**src/rtl/btn_menu_ctrl.sv**
```systemverilog
// btn_menu_ctrl: pushbutton front end and menu sequencer.
// Raw CTRL/UP/DOWN buttons are synchronised and debounced, then turned into
// press events. The events are arbitrated and rate-limited by a lockout
// window, and finally drive a two-state NAV/EDIT menu over a small array of
// 4-bit item values.

module btn_menu_ctrl #(
    parameter int DEBOUNCE_CYC = 2000000,
    parameter int LOCKOUT_CYC  = 10000000,
    parameter int NUM_ITEMS    = 4,
    parameter int IDX_W        = 2,
    parameter int VAL_MAX      = 15
) (
    input  logic             CLK,
    input  logic             RESETn,
    input  logic             CTRLbtn,
    input  logic             UPbtn,
    input  logic             DOWNbtn,
    output logic [IDX_W-1:0] sel_idx,
    output logic             edit_mode,
    output logic [3:0]       sel_val,
    output logic             evt_ctrl,
    output logic             evt_up,
    output logic             evt_down,
    output logic             commit
);

    // Counter widths are at least one bit so that degenerate parameter
    // values (1 cycle) still elaborate.
    localparam int DB_W = (DEBOUNCE_CYC > 1) ? $clog2(DEBOUNCE_CYC) : 1;
    localparam int LK_W = (LOCKOUT_CYC > 1) ? $clog2(LOCKOUT_CYC) : 1;

    localparam logic [DB_W-1:0]  DB_LAST  = DB_W'(DEBOUNCE_CYC - 1);
    localparam logic [LK_W-1:0]  LK_LOAD  = LK_W'(LOCKOUT_CYC - 1);
    localparam logic [IDX_W-1:0] IDX_LAST = IDX_W'(NUM_ITEMS - 1);
    localparam logic [3:0]       VAL_TOP  = 4'(VAL_MAX);

    // Bit positions of the three buttons inside the packed button vectors.
    localparam int B_CTRL = 2;
    localparam int B_UP   = 1;
    localparam int B_DOWN = 0;

    typedef enum logic {
        NAV  = 1'b0,
        EDIT = 1'b1
    } state_t;

    logic [2:0]       w_btn_raw;
    logic [2:0]       r_sync_1;
    logic [2:0]       r_sync_2;
    logic [2:0]       r_deb;
    logic [2:0]       r_deb_d;
    logic [DB_W-1:0]  r_db_cnt [3];
    logic [2:0]       w_press;

    logic [LK_W-1:0]  r_lock_cnt;
    logic             w_lock_idle;
    logic             w_acc_ctrl;
    logic             w_acc_up;
    logic             w_acc_down;
    logic             w_acc_any;

    logic             r_evt_ctrl;
    logic             r_evt_up;
    logic             r_evt_down;

    state_t           r_state;
    state_t           w_state_next;
    logic             w_edit_mode;
    logic             w_commit_next;
    logic             r_commit;

    logic [IDX_W-1:0] r_sel_idx;
    logic [3:0]       r_val [NUM_ITEMS];
    logic [3:0]       w_cur_val;

    assign w_btn_raw = {CTRLbtn, UPbtn, DOWNbtn};

    // Two-flop synchronisers bring the asynchronous buttons into CLK.
    always_ff @(posedge CLK or negedge RESETn) begin
        if (!RESETn) begin
            r_sync_1 <= '0;
            r_sync_2 <= '0;
        end else begin
            r_sync_1 <= w_btn_raw;
            r_sync_2 <= r_sync_1;
        end
    end

    // Per-button debounce: count cycles of disagreement, flip after a full stable run.
    always_ff @(posedge CLK or negedge RESETn) begin
        if (!RESETn) begin
            r_deb <= '0;
            for (int b = 0; b < 3; b++) begin
                r_db_cnt[b] <= '0;
            end
        end else begin
            for (int b = 0; b < 3; b++) begin
                if (r_sync_2[b] == r_deb[b]) begin
                    r_db_cnt[b] <= '0;
                end else if (r_db_cnt[b] == DB_LAST) begin
                    r_deb[b]    <= ~r_deb[b];
                    r_db_cnt[b] <= '0;
                end else begin
                    r_db_cnt[b] <= r_db_cnt[b] + 1'b1;
                end
            end
        end
    end

    // Delayed copy of the debounced levels for rising-edge detection.
    always_ff @(posedge CLK or negedge RESETn) begin
        if (!RESETn) begin
            r_deb_d <= '0;
        end else begin
            r_deb_d <= r_deb;
        end
    end

    // A press is a debounced rising edge; releases never produce an event.
    assign w_press     = r_deb & ~r_deb_d;
    assign w_lock_idle = (r_lock_cnt == '0);

    // Fixed-priority arbitration CTRL > UP > DOWN, gated by the lockout window.
    always_comb begin
        w_acc_ctrl = 1'b0;
        w_acc_up   = 1'b0;
        w_acc_down = 1'b0;
        if (w_lock_idle) begin
            if (w_press[B_CTRL]) begin
                w_acc_ctrl = 1'b1;
            end else if (w_press[B_UP]) begin
                w_acc_up = 1'b1;
            end else if (w_press[B_DOWN]) begin
                w_acc_down = 1'b1;
            end
        end
        w_acc_any = w_acc_ctrl | w_acc_up | w_acc_down;
    end

    // Lockout counter: reloaded by every accepted event, then runs down to zero.
    always_ff @(posedge CLK or negedge RESETn) begin
        if (!RESETn) begin
            r_lock_cnt <= '0;
        end else if (w_acc_any) begin
            r_lock_cnt <= LK_LOAD;
        end else if (!w_lock_idle) begin
            r_lock_cnt <= r_lock_cnt - 1'b1;
        end
    end

    // Register the accepted event as a single-cycle pulse.
    always_ff @(posedge CLK or negedge RESETn) begin
        if (!RESETn) begin
            r_evt_ctrl <= 1'b0;
            r_evt_up   <= 1'b0;
            r_evt_down <= 1'b0;
        end else begin
            r_evt_ctrl <= w_acc_ctrl;
            r_evt_up   <= w_acc_up;
            r_evt_down <= w_acc_down;
        end
    end

    // Menu state register.
    always_ff @(posedge CLK or negedge RESETn) begin
        if (!RESETn) begin
            r_state <= NAV;
        end else begin
            r_state <= w_state_next;
        end
    end

    // CTRL toggles between navigating and editing; UP/DOWN never change state.
    always_comb begin
        w_state_next = r_state;
        case (r_state)
            NAV:     if (r_evt_ctrl) w_state_next = EDIT;
            EDIT:    if (r_evt_ctrl) w_state_next = NAV;
            default: w_state_next = NAV;
        endcase
    end

    // Mode flag follows the state; leaving EDIT via CTRL requests a commit pulse.
    always_comb begin
        w_edit_mode   = (r_state == EDIT);
        w_commit_next = (r_state == EDIT) && r_evt_ctrl;
    end

    // Commit is registered so it lands on the same cycle the state returns to NAV.
    always_ff @(posedge CLK or negedge RESETn) begin
        if (!RESETn) begin
            r_commit <= 1'b0;
        end else begin
            r_commit <= w_commit_next;
        end
    end

    // Selection moves only while navigating, wrapping at both ends of the list.
    always_ff @(posedge CLK or negedge RESETn) begin
        if (!RESETn) begin
            r_sel_idx <= '0;
        end else if (r_state == NAV) begin
            if (r_evt_up) begin
                r_sel_idx <= (r_sel_idx == IDX_LAST) ? '0 : r_sel_idx + 1'b1;
            end else if (r_evt_down) begin
                r_sel_idx <= (r_sel_idx == '0) ? IDX_LAST : r_sel_idx - 1'b1;
            end
        end
    end

    // Item values change only while editing, saturating at 0 and VAL_MAX.
    always_ff @(posedge CLK or negedge RESETn) begin
        if (!RESETn) begin
            for (int i = 0; i < NUM_ITEMS; i++) begin
                r_val[i] <= '0;
            end
        end else if (r_state == EDIT) begin
            if (r_evt_up && (w_cur_val != VAL_TOP)) begin
                r_val[r_sel_idx] <= w_cur_val + 1'b1;
            end else if (r_evt_down && (w_cur_val != 4'd0)) begin
                r_val[r_sel_idx] <= w_cur_val - 1'b1;
            end
        end
    end

    assign w_cur_val = r_val[r_sel_idx];

    assign sel_idx   = r_sel_idx;
    assign edit_mode = w_edit_mode;
    assign sel_val   = w_cur_val;
    assign evt_ctrl  = r_evt_ctrl;
    assign evt_up    = r_evt_up;
    assign evt_down  = r_evt_down;
    assign commit    = r_commit;

endmodule
```
**config.mk**
```make
export PLATFORM = sky130hd
export DESIGN_NAME = btn_menu_ctrl
export DESIGN_NICKNAME = d
export VERILOG_FILES = /design/src/rtl/btn_menu_ctrl.sv
export SDC_FILE = /design/constraint.sdc
export NUM_CORES = 1
export LEC_CHECK = 0
export CAP_MARGIN = 20
export CORE_UTILIZATION = 55
export DETAILED_ROUTE_END_ITERATION = 7
export GPL_TIMING_DRIVEN = 0
export HOLD_SLACK_MARGIN = 0.05
export PLACE_DENSITY = 0.75
export SETUP_SLACK_MARGIN = 0.15
export SYNTH_ARGS = -nofsm -noshare
export SYNTH_HDL_FRONTEND = slang
export SYNTH_SLANG_ARGS = --single-unit
```
**constraint.sdc**
```tcl
create_clock -name CLK -period 3.3 [get_ports CLK]
set_clock_uncertainty 0.2 [all_clocks]
set_input_delay 0.66 -clock CLK [delete_from_list [all_inputs] [get_ports CLK]]
set_output_delay 0.66 -clock CLK [all_outputs]
set_load 0.02 [all_outputs]
```
After elaboration in Yosys (flattened, before gate mapping)
Index checks and enable logic that the tools add are counted.
{"block": "word_totals", "reg_bits": 122, "in_bits": 5, "output_inout_bits": 11, "wordCells": 98}
{"block": "op_classes", "add_sub_neg": 8, "order_cmp": 2, "n_eq_ne": 9, "mux": 33, "bitwise": 12, "n_reduce_logical": 14}
{"op": "21-bit two-way mux", "n": 6}
{"op": "21-bit by 1-bit adder with 21-bit output, second input constant", "n": 3}
{"op": "21-bit equality test, second input constant", "n": 3}
{"op": "24-bit two-way mux", "n": 2}
{"op": "16-bit bitwise mux", "n": 2}
{"op": "16-bit two-way mux", "n": 2}
{"op": "24-bit logical NOT", "n": 1}
{"op": "24-bit by 1-bit subtractor with 24-bit output, second input constant", "n": 1}
{"op": "4-bit two-way mux", "n": 3}
{"op": "1-bit two-way mux", "n": 11}
{"op": "2-bit AND reduction", "n": 5}
{"op": "4-bit binary-select mux with 2-bit select", "n": 1}
{"op": "4-bit demux with 2-bit select", "n": 1}
{"op": "2-bit two-way mux", "n": 4}
{"op": "1-bit NOT", "n": 7}
{"op": "4-bit by 1-bit adder with 4-bit output, second input constant", "n": 1}
{"op": "1-bit logical AND", "n": 4}
{"op": "4-bit inequality test, second input constant", "n": 1}
{"op": "2-bit nonzero test", "n": 2}
{"op": "4-bit nonzero test", "n": 1}
{"op": "4-bit by 1-bit subtractor with 4-bit output, second input constant", "n": 1}
{"op": "3-bit AND", "n": 1}
{"op": "1-bit equality test", "n": 3}
{"op": "3-bit >= comparator, second input constant", "n": 1}
{"op": "10 further kinds", "n": 11}

Logic depth before layout (Yosys ltp)
Gate-level depths: netlist (run 1).
{"block": "logic_depth", "word_depth": 8, "mapped_depth": 11, "mapped_depth_nobuf": 10}

Worst setup path after synthesis (run 1)
Ideal clock, no wire load.
{"block": "synth_path", "path_type": "reg-to-reg", "start": "register r_sel_idx[0], in the netlist sel_idx[0]", "end": "register (tool-made name)", "setup_ns": 0.125, "arrival_ns": 2.558, "t_required_ns": 2.975, "path_slack_ns": 0.417, "path_stages_with_launch": 10, "path_buffers": 1, "period_less_slack_ns": 2.883, "cell_sequence": "dfrtp_1 -> buf_6 -> mux4_1 -> inv_1 -> ha_1 -> inv_1 -> o31ai_1 -> nand2b_1 -> nand4_1 -> mux2_2"}
{"element": "start, declared", "line_no": "73", "source": "logic [IDX_W-1:0] r_sel_idx;"}
{"element": "start signal, assigned", "line_no": "205", "source": "r_sel_idx <= (r_sel_idx == IDX_LAST) ? '0 : r_sel_idx + 1'b1;"}
{"element": "start signal, assigned", "line_no": "207", "source": "r_sel_idx <= (r_sel_idx == '0) ? IDX_LAST : r_sel_idx - 1'b1;"}

Final worst setup path (run 1)
{"block": "layout_path", "start": "register r_sel_idx[0], in the netlist sel_idx[0]", "end": "output port sel_val[1]"}
{"block": "layout_via", "elab_chain_cells": 4}
{"element": "2-bit NOT with 3-bit output (implied by the code)", "line_no": "227", "source": "assign w_cur_val = r_val[r_sel_idx];"}
{"element": "4-bit binary-select mux with 2-bit select", "line_no": "227"}
{"element": "4-bit two-way mux (implied by the code) (2 in a row)", "line_no": "227"}
{"element": "end, declared", "line_no": "21", "source": "output logic [3:0] sel_val,"}
No other way between the ends. The select of a mux whose other input is x is not followed.

==> impl_summary.log, run 1 <==
INFO  metric run_status = completed
INFO  metric min_period = 3020 ps
INFO  metric area_delta_synth_final = 17.2%
INFO  metric fin_util = 0.664
INFO  metric finalHoldViolations = 0
INFO  metric path_delay_family = multiplexers
INFO  metric critPathArrivalTime = 2160 ps
INFO  metric floorplan.initialDensity = 0.567
INFO  metric synthDistinctLibCells = 48
INFO  metric io_pins = 16
INFO  metric cp_slowest_stage_delay = 670 ps
INFO  metric clock_latency = 530 ps
INFO  metric fin_crit_sh = 0.916
INFO  metric asyncSetResetFlopFracSynth = 1.00
INFO  metric p_leak = 0.00312 uW
INFO  metric global_route.usage.total = 0.227
INFO  metric num-fill-cells = 812
INFO  metric cells_along_the_critical_path = buf_6, mux4_1, dlygate4sd2_1
INFO  metric wl_final = 11200 um
INFO  metric synth.avg_cell_area = 10.6 um^2
INFO  metric nNetsFinal = 603
INFO  metric tritoncts_clock_tree = built
INFO  metric crit_path_max_fanout = 8
INFO  metric die_w = 105 um
INFO  metric tritoncts.num_buffers = 17
INFO  metric std_cell_rows = 37
INFO  metric vdd_drop_max = 0.380 mV
INFO  metric area.sequential = 3050 um^2
INFO  metric route.detailed.wl_per_inst = 15.2 um
INFO  metric remaining_routing_drc_violations = 0
INFO  metric timing.critical_path.buf_inv = 2
INFO  metric setup.worst_path.end_class = output pin
INFO  metric startpoint_type = register
INFO  metric netlist_top_cells_count = dfrtp_1 (122), nor2_1 (85), xnor2_1 (45)
INFO  metric mappedNetlistArea = 5820 um^2
INFO  metric power_density = 532 nW/um^2
INFO  metric cts_sinks = 122
INFO  metric post_synth_main_area_contributors = dfrtp_1 (52%), xnor2_1 (6.8%), nor2_1 (5.5%)
INFO  metric synth-seq-area-share = 0.524
INFO  metric clk_pin_slew_worst_paths = 50 ps
INFO  metric cap_viol_max_count = 0
INFO  metric finalMaxSlewViolations = 0
INFO  metric synth_top_cell_area_share = 0.524
INFO  metric cp.required = 2440 ps
INFO  metric clockRootBuffer = clkbuf_8
INFO  metric relSlewSlack = 0.377
INFO  metric viasPerCell = 5.62
INFO  metric postSynthRegisterBits = 122
INFO  metric synthMostInstantiatedCell = dfrtp_1
INFO  metric drt.antenna.violating_nets = 0
INFO  metric antenna_diode_count = 0
INFO  metric synthesis.yosys.warnings = 0
INFO  metric detailedRoute.firstPassIterationCount = 4
INFO  metric synth_enable_flop_cells = 0
INFO  metric grt_max_degree = 91
INFO  metric dieHeight = 105 um
INFO  metric fin_tns_setup = 0 ps
INFO  metric cts_buffer_depth = 2
INFO  metric total_number_of_vias = 4132
INFO  metric global_route.overflow_total = 0
INFO  metric multi_input_area = 2650 um^2
INFO  metric critPathSlowestCell = mux4_1
INFO  metric timing.setup.critical_path_class = register to output pin
INFO  metric clock_tree.htree_level_count = 4
INFO  metric portBuffers = 15
INFO  metric synth_fp_nets = 566
INFO  metric grt_antenna_before_repair = 0
INFO  metric setup-violations-final = 0
INFO  metric fp.dieArea = 11000 um^2
INFO  metric detailed_place_hpwl = 7030 um
INFO  metric worstHoldPathType = register to register
INFO  metric rsz_0062_raised_after_global_routing = no
INFO  metric synth.largest_area_cell = dfrtp_1
INFO  metric placeableCoreArea = 10300 um^2
INFO  metric number_of_instances_in_the_synthesized_netlist = 549
INFO  metric grt_pass1_wl = 19500 um
INFO  metric place_congestion = 0.822
INFO  metric final_layout_size_suffix_gt1_frac = 0.105
INFO  metric fmax = 331 MHz
INFO  metric drt-initial-drc-count = 197
INFO  metric grt_pass1_vias = 4226
INFO  metric actual_slew_at_the_worst_max_slew_pin = 926 ps
INFO  metric synth-main-ff-cell = dfrtp_1
## layout by cell type, fill, tap and decap left out, types with 6 or more instances in the layout
| master | instances |
|---|---|
| and3_1 | 10 |
| nand2_1 | 35 |
| clkbuf_1 | 15 |
| dfrtp_1 | 122 |
| inv_1 | 16 |
| clkdlybuf4s50_1 | 10 |
| ha_1 | 12 |
| nand3_1 | 28 |
| nor4_1 | 13 |
| o21ai_0 | 8 |
| nor3_1 | 17 |
| nor2_1 | 85 |
| and4_1 | 9 |
| clkbuf_16 | 16 |
| xnor2_1 | 45 |
| nand4_1 | 21 |
| bufinv_16 | 6 |
| mux2_2 | 19 |
| xor2_1 | 32 |
## report_power, final
part           switching (uW)  internal [uW]
Clock                     639           1400
Combinational            51.2           20.5
Sequential               12.0           1510
Total                     702           2930
## path summary, 6_finish.rpt
kind                                  start           end  cells past startpoint  slack [ps]
min in group asynchronous            RESETn     r_val[15]                      2         390
worst max register to register   sel_idx[0]      register                      9         280
worst min register to register  r_sync_1[2]   r_sync_2[2]                      0         150
worst max-delay path             sel_idx[0]    sel_val[1]                      3         280
worst min-delay path            r_sync_1[2]   r_sync_2[2]                      0         150
max in group asynchronous            RESETn  r_db_cnt[49]                      3        1780
## final cells by class
class                      instances  area share
sequential                       122       0.447
clock buffer                      24      0.0660
inverter                          16     0.00880
buffer                            12     0.00898
multi-input combinational        399       0.388
clock inverter                     8      0.0279
tap                              136      0.0249
timing repair buffer              18      0.0280
## sequential cells by signal, summed over array words and instances (netlist names), named ones only
register and flops:
r_lock_cnt 24, sel_idx 2, r_deb_d 3, evt_down 1, commit 1, r_val 12, r_sync_1 3, r_deb 3
r_db_cnt 63, evt_ctrl 1, r_sync_2 3, edit_mode 1, evt_up 1
## worst register-to-register path, cell delays in order (launching register included)
cell and delay (ps):
dfrtp_1 420, buf_6 170, mux4_1 680, inv_1 100, ha_1 200, inv_1 50
o31ai_1 250, nand2b_1 160, nand4_1 290, mux2_2 380
## kinds of logic (layout without fill, tap and decap cells)
kind of cell,Yosys count,count (layout),share of synthesized area
and+or+nand+nor,259,259,0.230
DFF,122,122,0.524
xor gates and xnor gates,77,77,0.116
buffers and inverters,28,78,0.0208
AOI/OAI and AO/OA,27,27,0.0305
muxes,24,24,0.0533
adders and majority gates,12,12,0.0258
## timing repair
| item | in CTS | in global routing |
|---|---|---|
| hold buffers | 1 | 0 |
| buffers inserted | 0 | 1 |
| pin swaps | 0 | 2 |
| hold endpoints to repair | 32 | 0 |
| resized for setup | 4 | 0 |
| setup endpoints to repair | 4 | 7 |
## per-layer routing
metal / global-route usage / vias to the layer above / share of wire
met5: 0 / - / 0
met3: 0.0568 / 17 / 0.035
met4: 0.108 / 0 / 0.014
met2: 0.373 / 77 / 0.50
li1: - / 1982 / -
met1: 0.282 / 2056 / 0.45
## stage by stage
stage	power [uW]	instance area [um^2]	cells	hold WS (ps)	setup slack, ps
after floorplan	1570	5820	549	131	417
after global placement	1610	6140	700	132	-3270
after detailed placement	1620	6170	701	136	359
after CTS	3660	6820	734	148	263
after global routing	3740	6830	735	160	147
final	3630	6830	735	153	277
Note: power is estimated with default switching activity, not from simulation.
==> inputs of run 2 (changes only) <==
==> constraint.sdc (replaced) <==
create_clock -name CLK -period 3.3 [get_ports CLK]
set_clock_uncertainty 0.2 [all_clocks]
set_input_delay 0.66 -clock CLK [delete_from_list [all_inputs] [get_ports CLK]]
set_output_delay 0.66 -clock CLK [all_outputs]
set_load 0.05 [all_outputs]
==> run 2 against run 1 <==
Net effect: fmax decreased by 0.60%; count of clock-buffer cells in the layout increased by 2; critical path depth unchanged; combinational power about the same; clock power decreased by 2%; register-to-register slack improved by 150 ps; sequential power about the same; die area unchanged; sequential cell count unchanged.
==> impl_summary.log, run 2 (synthesis gave the netlist of run 1 again) <==
INFO  metric wl_final = 11100 um
INFO  metric drt.antenna.violating_nets = 0
INFO  metric route.detailed.wl_per_inst = 15.1 um
INFO  metric path_delay_family = buffers and inverters
INFO  metric cap_viol_max_count = 0
INFO  metric area_delta_synth_final = 17.1%
INFO  metric clock_latency = 520 ps
INFO  metric fp.dieArea = 11000 um^2
INFO  metric commonest_non_fill_non_tap_cell_in_the_layout = dfrtp_1
INFO  metric global_route.usage.total = 0.226
INFO  metric timing.critical_path.buf_inv = 2
INFO  metric fmax = 329 MHz
INFO  metric tritoncts_clock_tree = built
INFO  metric crit_path_max_fanout = 8
INFO  metric clock_tree.htree_level_count = 4
INFO  metric cts_sinks = 122
INFO  metric critPathArrivalTime = 2180 ps
INFO  metric total_number_of_vias = 4097
INFO  metric place_inst = 701
INFO  metric p_leak = 0.00312 uW
INFO  metric max_flop_register = r_db_cnt
INFO  metric setup-violations-final = 0
INFO  metric drt-initial-drc-count = 196
INFO  metric instances_no_fill = 734
INFO  metric power_density = 526 nW/um^2
INFO  metric global_route.overflow_total = 0
INFO  metric detailed_place.area = 6170 um^2
INFO  metric largest_registers = r_db_cnt (63), r_lock_cnt (24), r_val (12)
INFO  metric viasPerCell = 5.58
INFO  metric detailed_place_hpwl = 7110 um
INFO  metric dp_worst_setup_slack = 480 ps
INFO  metric cts_buffer_depth = 2
INFO  metric vdd_drop_max = 0.379 mV
INFO  metric place_congestion = 0.780
INFO  metric setup.worst_path.end_class = output pin
INFO  metric nNetsFinal = 602
INFO  metric cp_num_cells = 3
INFO  metric tritoncts.num_buffers = 17
INFO  metric final_instance_area = 6820 um^2
INFO  metric startpoint_type = register
INFO  metric cp_slowest_stage_delay = 610 ps
INFO  metric detailedRoute.firstPassIterationCount = 4
INFO  metric cp.required = 2440 ps
INFO  metric clockRootBuffer = clkbuf_8
INFO  metric actual_slew_at_the_worst_max_slew_pin = 828 ps
INFO  metric worstHoldPathType = register to register
INFO  metric std_cell_rows = 37
INFO  metric die_w = 105 um
INFO  metric grt_pass1_vias = 4244
INFO  metric mostFrequentLayoutCells = dfrtp_1 (122), nor2_1 (85), xnor2_1 (45), nand2_1 (35), xor2_1 (32)
INFO  metric remaining_routing_drc_violations = 0
INFO  metric dieHeight = 105 um
INFO  metric min_period = 3040 ps
INFO  metric finalMaxSlewViolations = 0
INFO  metric fin_ws = 259 ps
INFO  metric finalHoldViolations = 0
INFO  metric flip_flop_count_of_the_largest_register_after_layout = 63
INFO  metric io_pins = 16
INFO  metric num-fill-cells = 759
INFO  metric grt_antenna_before_repair = 0
INFO  metric final_layout_size_suffix_gt1_frac = 0.114
INFO  metric critPathSlowestCell = mux4_2
INFO  metric floorplan.initialDensity = 0.567
INFO  metric timing.hold.ws = 148 ps
INFO  metric cells_along_the_critical_path = buf_6, mux4_2, dlygate4sd2_1
INFO  metric ff2ff_path_depth = 9
INFO  metric hold-path-cell-count = 0
INFO  metric placeableCoreArea = 10300 um^2
INFO  metric fin_tns_setup = 0 ps
INFO  metric run_status = completed
INFO  metric portBuffers = 15
INFO  metric rsz_0062_raised_after_global_routing = no
INFO  metric fin_crit_sh = 0.922
INFO  metric antenna_diode_count = 0
INFO  metric post-cts-setup-buffers = 0
INFO  metric timing.setup.critical_path_class = register to output pin
INFO  metric grt_pass1_wl = 19500 um
INFO  metric relSlewSlack = 0.443
INFO  metric grt_max_degree = 87
INFO  metric clk_pin_slew_worst_paths = 50 ps
[run 2: area by class of cell]
cell class | instances | area (um^2) | area share
repair buffers | 17 | 180 | 0.0264
inverters | 16 | 60.1 | 0.00881
clock buffers | 26 | 518 | 0.0760
multi-input cells | 399 | 2650 | 0.388
well taps | 136 | 170 | 0.0250
flip-flops and latches | 122 | 3050 | 0.448
plain buffers | 12 | 61.3 | 0.00899
clock inverters | 6 | 130 | 0.0191
[run 2: path summary, 6_finish.rpt]
check | start | end | slack (ps)
min in group asynchronous | RESETn | r_val[15] | 400
worst min-delay path | r_sync_1[2] | r_sync_2[2] | 150
worst max-delay path | sel_idx[0] | sel_val[2] | 260
max in group asynchronous | RESETn | r_db_cnt[61] | 1770
worst min register to register | r_sync_1[2] | r_sync_2[2] | 150
worst max register to register | sel_idx[0] | register | 430
[run 2: where the power goes]
part           internal, uW  switching [uW]
registers              1510            12.1
logic                  20.5            51.1
clock network          1370             624
total                  2900             687
[run 2: layer usage]
metal	share of wire	GRT usage
met3	0.029	0.0580
met5	0	0
met2	0.49	0.364
met4	0.021	0.109
met1	0.46	0.285
[run 2: per-stage QoR]
step	utilization	total power (uW)
after global placement	0.598	1610
final	0.664	3580
after global routing	0.664	3690
after CTS	0.664	3620
after floorplan	-	1570
after detailed placement	0.600	1620
[run 2: repair_timing]
action,4_1_cts,5_1_grt
gates resized for setup,4,2
endpoints found under the setup margin,4,1
cloned,0,0
hold buffers,1,0
endpoints found under the hold margin,36,0
==> inputs of run 3 (changes only) <==
Settings changed: DONT_BUFFER_PORTS set to 1, PLACE_DENSITY 0.75 to 0.73.
==> run 3 against run 2 <==
Net effect: the flow now finishes with violations (hold timing); worst hold slack worse by 510 ps; critical path depth up 7; highest routed layer unchanged; sequential cell count unchanged; routed wire length up 2.1%; largest power group unchanged.
==> impl_summary.log, run 3 (synthesis gave the netlist of run 1 again) <==
INFO  metric grt_antenna_before_repair = 0
INFO  metric wl_final = 11300 um
INFO  metric vdd_drop_max = 0.457 mV
INFO  metric run_status = complete, but fails checks
INFO  metric max_flop_register = r_db_cnt
INFO  metric relSlewSlack = 0.336
INFO  metric fp.dieArea = 11000 um^2
INFO  metric cts_buffer_depth = 2
INFO  metric fraction_of_power_consumed_by_sequential_logic = 0.434
INFO  metric power.net_switching = 732 uW
INFO  metric sw_frac_of_total = 0.209
INFO  metric final_layout_size_suffix_gt1_frac = 0.139
INFO  metric cp.required = 3500 ps
INFO  metric area_delta_synth_final = 16.3%
INFO  metric postCtsHoldBufs = 3
INFO  metric cts_sinks = 122
INFO  metric global_route.overflow_total = 0
INFO  metric grt_pass1_wl = 19200 um
INFO  metric dieHeight = 105 um
INFO  metric remaining_routing_drc_violations = 0
INFO  metric detailed_place.area = 5990 um^2
INFO  metric timing.setup.critical_path_class = register to register
INFO  metric std_cell_rows = 37
INFO  metric commonest_non_fill_non_tap_cell_in_the_layout = dfrtp_1
INFO  metric fmax = 321 MHz
INFO  metric final_instance_area = 6780 um^2
INFO  metric viasPerCell = 5.63
INFO  metric critPathArrivalTime = 3320 ps
INFO  metric place_congestion = 0.837
INFO  metric fin_crit_sh = 0.945
INFO  metric largest_registers = r_db_cnt (63), r_lock_cnt (24), r_val (12)
INFO  metric setup.worst_path.end_class = register
INFO  metric clkPwrFrac = 0.555
INFO  metric setup-violations-final = 0
INFO  metric clk_pin_slew_worst_paths = 60 ps
INFO  metric total_number_of_vias = 4096
INFO  metric nNetsFinal = 595
INFO  metric worstHoldPathType = primary input to asynchronous set/reset pin
INFO  metric route.detailed.wl_per_inst = 15.5 um
INFO  metric totalPowerFinal = 3510 uW
INFO  metric mostFrequentLayoutCells = dfrtp_1 (120), nor2_1 (85), xnor2_1 (45), nand2_1 (35), xor2_1 (32)
INFO  metric combPwrFrac = 0.011
INFO  metric p_leak = 0.00306 uW
INFO  metric antenna_diode_count = 0
INFO  metric power_density = 517 nW/um^2
INFO  metric placeableCoreArea = 10300 um^2
INFO  metric floorplan.initialDensity = 0.567
INFO  metric grt_max_degree = 123
INFO  metric global_route.usage.total = 0.221
INFO  metric crit_path_max_fanout = 5
INFO  metric detailed_place_hpwl = 6790 um
INFO  metric io_pins = 16
INFO  metric tritoncts.num_buffers = 17
INFO  metric finalMaxSlewViolations = 0
INFO  metric portBuffers = 0
INFO  metric drt-initial-drc-count = 248
INFO  metric clock_tree.htree_level_count = 4
INFO  metric clock_latency = 520 ps
INFO  metric tritoncts_clock_tree = built
INFO  metric fin_tns_setup = 0 ps
INFO  metric detailedRoute.firstPassIterationCount = 4
INFO  metric actual_slew_at_the_worst_max_slew_pin = 988 ps
INFO  metric rsz_0062_raised_after_global_routing = no
INFO  metric internal_power = 2770 uW
INFO  metric timing.hold.ws = -364 ps
INFO  metric cap_viol_max_count = 0
INFO  metric min_period = 3120 ps
INFO  metric startpoint_type = register
INFO  metric grt_pass1_vias = 4116
INFO  metric violations = hold timing
INFO  metric finalHoldViolations = 122
INFO  metric die_w = 105 um
INFO  metric drt.antenna.violating_nets = 0
INFO  metric flip_flop_count_of_the_largest_register_after_layout = 63
INFO  metric clockRootBuffer = clkbuf_8
==> run 3: changes by cell type in the layout (fill, tap and decap cells not counted), moves of 3 or more <==
| cell | before | now |
|---|---|---|
| buf_4 | 0 | 3 |
| clkbuf_8 | 8 | 2 |
| clkdlybuf4s50_1 | 10 | 0 |
| clkinv_4 | 0 | 4 |
| clkinvlp_4 | 0 | 4 |
| dlygate4sd2_1 | 3 | 0 |
| mux2_2 | 19 | 14 |
| mux2_4 | 1 | 6 |
==> run 3: repair_timing <==
action	in CTS	in global routing
setup endpoints to repair	17	16
buffers inserted	2	5
resized for setup	3	19
endpoints found under the hold margin	125	122
pin swaps	1	7
==> run 3: final timing paths <==
check | from | end | slack (ps) | depth (start not counted)
setup / recovery | sel_idx[0] | r_val[14] | 180 | 10
hold / removal | RESETn | r_val[15] | -360 | 0
setup reg to reg | sel_idx[0] | r_val[14] | 180 | 10
hold reg to reg | r_sync_1[0] | r_sync_2[0] | 150 | 0
max in group asynchronous | RESETn | r_db_cnt[17] | 3060 | 0
min in group CLK | r_sync_1[0] | r_sync_2[0] | 150 | 0
==> run 3: final cells by class <==
type / instances / area, um^2
multi-input combinational: 399 / 2700
buffer: 12 / 65.1
inverter: 16 / 63.8
timing repair buffer: 10 / 97.6
clock inverter: 14 / 196
sequential: 122 / 3060
clock buffer: 18 / 428
fill: 767 / 3500
tap: 136 / 170
==> run 3: critical path, cell delays in order (launching register included) <==
cell and delay [ps]:
dfrtp_2 560, buf_8 170, mux2_4 310, o21ai_4 180, clkinvlp_4 360, ha_4 300
nand3_1 80, or2_2 170, nand4_1 160, buf_6 210, mux2_4 290
==> run 3: layer usage <==
layer | vias up | routed length (um) | global-route usage
li1 | 1973 | - | -
met1 | 2030 | 5100 | 0.281
met2 | 78 | 5640 | 0.361
met3 | 15 | 385 | 0.0643
met4 | 0 | 150 | 0.0805
met5 | - | 0 | 0
==> run 3: power by group through the flow <==
stage / clock, uW / combinational (uW) / sequential [uW]
after detailed placement: 0 / 35.4 / 1550
after CTS: 1970 / 38.4 / 1520
after floorplan: 0 / 26.8 / 1540
final: 1950 / 38.0 / 1520
after global routing: 2040 / 43.5 / 1520
after global placement: 0 / 33.3 / 1550
==> run 3: through the flow <==
step / std cells / setup slack, ps / hold slack, ps / utilization
finish: 727 / 181 / -364 / 0.659
global route: 727 / 87.4 / -394 / 0.659
CTS: 722 / 153 / -386 / 0.649
detailed placement: 685 / -101 / 141 / 0.583
global placement: 685 / -74.6 / 133 / 0.583
floorplan: 549 / 244 / 131 / -
